--- src/rtl/rx_ctrl_fsm.sv ---
// -----------------------------------------------------------------------------
// rx_ctrl_fsm
//   Receive-side control FSM for an oversampled UART receiver. Detects the
//   falling edge of a start bit and tracks the position within the frame with
//   an edge counter (oversampling tick within a bit) and a bit counter.
//   It enables the start/parity/stop checkers and the deserializer on the last
//   tick of their bits. It then reports the frame as accepted (data_valid) or
//   rejected (frame_err) with a one-cycle pulse.
//
// Ports
//   CLK          in   rising-edge clock at the oversampling rate
//   RST          in   asynchronous active-low reset
//   RX_IN        in   serial line, idle high
//   PAR_EN       in   parity bit present (latched at frame start)
//   Prescale     in   oversampling ratio, 8/16/32 (latched at frame start)
//   strt_glitch  in   start-check result, 1 = glitch
//   par_err      in   parity-check result
//   stp_err      in   stop-check result
//   strt_chk_en  out  start-check enable (START bit-end cycle)
//   par_chk_en   out  parity-check enable (PARITY bit-end cycle)
//   stp_chk_en   out  stop-check enable (STOP bit-end cycle)
//   dat_samp_en  out  data-sampler enable (any non-IDLE state)
//   deser_en     out  deserializer shift enable (DATA bit-end cycle)
//   edge_cnt     out  edge position within the current bit
//   bit_cnt      out  bit index within the frame
//   data_valid   out  frame-accepted pulse
//   frame_err    out  frame-rejected pulse
// -----------------------------------------------------------------------------
module rx_ctrl_fsm (
  input  logic       CLK,
  input  logic       RST,
  input  logic       RX_IN,
  input  logic       PAR_EN,
  input  logic [5:0] Prescale,
  input  logic       strt_glitch,
  input  logic       par_err,
  input  logic       stp_err,
  output logic       strt_chk_en,
  output logic       par_chk_en,
  output logic       stp_chk_en,
  output logic       dat_samp_en,
  output logic       deser_en,
  output logic [5:0] edge_cnt,
  output logic [3:0] bit_cnt,
  output logic       data_valid,
  output logic       frame_err
);

  typedef enum logic [2:0] {
    ST_IDLE   = 3'd0,
    ST_START  = 3'd1,
    ST_DATA   = 3'd2,
    ST_PARITY = 3'd3,
    ST_STOP   = 3'd4
  } state_t;

  localparam logic [3:0] LAST_DATA_BIT = 4'd8;

  state_t     state_q;
  logic [5:0] edge_cnt_q;
  logic [3:0] bit_cnt_q;
  logic [5:0] pl_q;        // Prescale captured at frame start
  logic       par_en_q;    // PAR_EN captured at frame start
  logic       par_flag_q;  // parity error seen in the current frame
  logic       data_valid_q;
  logic       frame_err_q;

  logic       bit_end;

  // Last oversampling tick of the current bit. Out-of-range prescales still
  // wrap at pl_q-1 (pl_q=0 wraps at 63).
  assign bit_end = (edge_cnt_q == (pl_q - 6'd1));

  always_ff @(posedge CLK or negedge RST) begin
    if (!RST) begin
      state_q      <= ST_IDLE;
      edge_cnt_q   <= '0;
      bit_cnt_q    <= '0;
      pl_q         <= '0;
      par_en_q     <= 1'b0;
      par_flag_q   <= 1'b0;
      data_valid_q <= 1'b0;
      frame_err_q  <= 1'b0;
    end else begin
      // Result pulses last one cycle unless re-armed below.
      data_valid_q <= 1'b0;
      frame_err_q  <= 1'b0;

      if (state_q == ST_IDLE) begin
        edge_cnt_q <= '0;
        bit_cnt_q  <= '0;
        if (!RX_IN) begin
          state_q    <= ST_START;
          pl_q       <= Prescale;
          par_en_q   <= PAR_EN;
          par_flag_q <= 1'b0;
        end
      end else begin
        // Common bit timing for all in-frame states; transitions back to
        // IDLE override the counters to zero below.
        if (bit_end) begin
          edge_cnt_q <= '0;
          bit_cnt_q  <= bit_cnt_q + 4'd1;
        end else begin
          edge_cnt_q <= edge_cnt_q + 6'd1;
        end

        case (state_q)
          ST_START: begin
            if (bit_end) begin
              if (strt_glitch) begin
                state_q    <= ST_IDLE;
                edge_cnt_q <= '0;
                bit_cnt_q  <= '0;
              end else begin
                state_q <= ST_DATA;
              end
            end
          end

          ST_DATA: begin
            if (bit_end && (bit_cnt_q == LAST_DATA_BIT)) begin
              state_q <= par_en_q ? ST_PARITY : ST_STOP;
            end
          end

          ST_PARITY: begin
            if (bit_end) begin
              par_flag_q <= par_err;
              state_q    <= ST_STOP;
            end
          end

          ST_STOP: begin
            if (bit_end) begin
              state_q    <= ST_IDLE;
              edge_cnt_q <= '0;
              bit_cnt_q  <= '0;
              if (stp_err || par_flag_q) begin
                frame_err_q <= 1'b1;
              end else begin
                data_valid_q <= 1'b1;
              end
            end
          end

          default: begin
            state_q    <= ST_IDLE;
            edge_cnt_q <= '0;
            bit_cnt_q  <= '0;
          end
        endcase
      end
    end
  end

  // Enables are pure decodes of the registered state and edge counter.
  always_comb begin
    strt_chk_en = 1'b0;
    par_chk_en  = 1'b0;
    stp_chk_en  = 1'b0;
    deser_en    = 1'b0;
    dat_samp_en = (state_q != ST_IDLE);
    case (state_q)
      ST_START:  strt_chk_en = bit_end;
      ST_DATA:   deser_en    = bit_end;
      ST_PARITY: par_chk_en  = bit_end;
      ST_STOP:   stp_chk_en  = bit_end;
      default:   ;
    endcase
  end

  assign edge_cnt   = edge_cnt_q;
  assign bit_cnt    = bit_cnt_q;
  assign data_valid = data_valid_q;
  assign frame_err  = frame_err_q;

endmodule
--- config.mk ---
export PLATFORM = sky130hd
export DESIGN_NAME = rx_ctrl_fsm
export DESIGN_NICKNAME = d
export VERILOG_FILES = /design/src/rtl/rx_ctrl_fsm.sv
export SDC_FILE = /design/constraint.sdc
export NUM_CORES = 1
export LEC_CHECK = 0
export CAP_MARGIN = 20
export CORE_MARGIN = 5
export CORE_UTILIZATION = 50
export DETAILED_ROUTE_END_ITERATION = 8
export GPL_TIMING_DRIVEN = 1
export PLACE_DENSITY = 0.85
export REMOVE_ABC_BUFFERS = 1
export SKIP_LAST_GASP = 1
export SLEW_MARGIN = 20
export SYNTH_ARGS = -nofsm -noshare
export SYNTH_HDL_FRONTEND = slang
export SYNTH_SLANG_ARGS = --single-unit
--- constraint.sdc ---
create_clock -name CLK -period 3.1 [get_ports CLK]
set_input_delay 0.62 -clock CLK [delete_from_list [all_inputs] [get_ports CLK]]
set_output_delay 0.62 -clock CLK [all_outputs]
set_load 0.01 [all_outputs]
==> run summary <==
Post-synth top area cell = dfrtp_1
Total Wirelength = 3150 um
Number of buffers added on ports = 29
Sink Count = 23
Wire per inst = 15.6 um
Io pins = 30
Global route total overflow = 0
IR drop worst, VDD = 0.643 mV
Top_reg_cell synth = dfrtp_1
Final hold vios = 0
First-pass GRT wire length = 5550 um
Critical Path Slowest Stage Cell = dfrtp_1
# setup viols final = 0
Synth cell count leaders = 23 x dfrtp_1, 11 x nor2_1, 8 x nand2_1, 8 x nor3_1
DP HPWL = 2400 um
Max Freq = 341 MHz
Multi-input logic area = 771 um2
ANT cells = 0
Post-synth EDFFs = 0
Largest net degree at the start of global routing = 24
Synth Warn # = 0
Critical Path Source Type = register
Pins Over Slew Limit = 0
Unrepaired setup endpoints after global routing = false
Delay-heaviest family, CP = compound AO/OA/AOI/OAI gates
R2R Setup Slk = 0.69 ns
CTS max path bufs = 2
Final antenna-violating net count = 0
First-iteration detailed-routing DRC count = 94
Post-synth ARST share = 1.00
Hold WC Path Type = reg -> reg
Vias in the first global route = 1200
Layout Nets = 190
Reg2reg end = bit_cnt[0]
CTS buffer count = 3
Post-synthesis cell type count = 43
Critical Path Sink Type = output port
Fin Clk Skew = 0.00106 ns
Most common cell in the netlist = dfrtp_1
FF+latch count, synth = 23
Worst path bufs/invs = 3
Critical path type = reg -> out
Post-Layout Inst Area = 1770 um2
Die area = 3970 um2
1st-pass router iterations = 4
Setup TNS = 0 ns
Reg clk slew, reported paths = 0.12 ns
CORE AREA = 2730 um2
Fin worst setup slack = 0.165 ns
Leak pwr = 0.000794 uW
Pre-CTS WS = 0.103 ns
FF-to-FF Start = pl_q[1]
PwrDens = 982 nW/um2
Worst slew margin = 0.487
Core Rows = 19
Crit path to = deser_en
Cell area after synthesis = 1400 um2
Post-Syn Instances = 138
Slowest stage delay, CP = 0.43 ns
Die width = 63.0 um
Area after DPL = 1740 um2
Fill cells = 209
Initial antenna violation count = 0
Sequential share of the synthesized area = 0.410
Tot GR Track Use = 0.169
Starting density of the core = 0.514
MaxCap Viol Count = 0
CTS Hold Bufs = 0
Vias/cell = 5.76
Max Fanout on Critical Path = 7
FF+latch area = 576 um2
Total chip power = 1740 uW
Routability cong. = 0.845
Cells on Worst Hold Path = 1
Max H-tree Level = 1
Final period utilization = 0.947
Worst Path Arrival = 2.32 ns
Critical path origin = pl_q[1]
Largest cells by area after synthesis = dfrtp_1 41%, ha_1 4.5%, mux2_1 3.2%
Vias = 1163
Status = finished, final reports clean
Share of cells above drive strength 1 = 0.135
Crit. path cell count = 9
Die Y-Extent = 63.0 um
DRC = 0
Data required, critical path = 2.48 ns
Worst R2R Path Depth = 10
Worst-Margin Slew = 0.766 ns
CTS tree = yes
Clk_lat worst skew = 0.31 ns
Syn_area_per_cell = 10.2 um2
Yosys top cell area share = 0.410
P&R area growth vs syn = 26.0%
Clk root buf = clkbuf_4
Crit path time final = 2.94 ns
Worst path cell trace = inv_1, ha_2, nand2_1, o211a_1, o31a_2, nor2_8, inv_6, nor3b_2, dlygate4sd2_1
==> sequential cells by signal, summed over array words and instances (netlist names) <==
| signal | cells |
|---|---|
| data_valid | 1 |
| par_en_q | 1 |
| par_flag_q | 1 |
| frame_err | 1 |
| state_q | 3 |
| pl_q | 6 |
| bit_cnt | 4 |
| edge_cnt | 6 |
==> what timing repair did <==
item,4_1_cts,5_1_grt
gates resized for setup,4,3
setup endpoints to repair,3,2
buffers inserted,1,0
pin swaps,0,1
==> kinds of logic after synthesis <==
logic type,Yosys count,synth area share
flip-flops,23,0.410
XOR/XNOR,10,0.0677
buffers and inverters,13,0.0428
adder cells (fa/ha/maj),5,0.0446
multiplexers,5,0.0401
AO/OA/AOI/OAI,23,0.125
AND/OR/NAND/NOR,59,0.270
==> area by class of cell <==
class / count / area share
clock buffers: 4 / 0.0149
well taps: 31 / 0.0219
multi-input cells: 102 / 0.436
repair buffers: 34 / 0.182
flip-flops and latches: 23 / 0.325
inverters: 8 / 0.0198
==> how the worst min path moves through the flow <==
stage                           from    endpoint
final                     par_flag_q  data_valid
after global routing      par_flag_q  data_valid
after detailed placement  par_flag_q  data_valid
after floorplan                  RST  bit_cnt[0]
after global placement    par_flag_q  data_valid
after CTS                 par_flag_q  data_valid
==> metal layers <==
metal	GRT usage	share of wire
met2	0.281	0.50
met3	0.0270	0.064
met1	0.226	0.42
met5	0	0
met4	0.0477	0.015
==> stage by stage <==
step | utilization | hold slack [ns] | instances
2_1_floorplan | - | 0.324 | 133
5_1_grt | 0.647 | 0.532 | 202
3_3_place_gp | 0.636 | 0.490 | 197
6_report | 0.647 | 0.509 | 202
4_1_cts | 0.648 | 0.510 | 202
3_5_place_dp | 0.636 | 0.492 | 197
==> cell usage in the layout (no fill, tap or decap), types with 2 or more instances in the layout <==
| cell | count |
|---|---|
| o21ai_0 | 6 |
| xnor2_1 | 5 |
| dfrtp_1 | 23 |
| mux2_1 | 4 |
| o211a_1 | 2 |
| nor3_1 | 8 |
| xor2_1 | 4 |
| nand2_1 | 8 |
| nor2b_1 | 3 |
| and3_1 | 2 |
| nand4_2 | 2 |
| a21oi_1 | 5 |
| or3_1 | 2 |
| ha_1 | 4 |
| clkdlybuf4s50_1 | 25 |
| clkbuf_4 | 3 |
| inv_1 | 7 |
| o211ai_1 | 2 |
| dlygate4sd2_1 | 2 |
| nand4_1 | 4 |
| buf_4 | 5 |
| nand3_1 | 7 |
| nand2b_1 | 2 |
| nor2_1 | 11 |
| nand3b_1 | 2 |
==> power breakdown <==
part	switching (uW)	internal [uW]	total, uW
logic	525	477	1000
clock network	88.8	50.3	139
registers	175	421	596
Note: power is estimated with default switching activity, not from simulation.
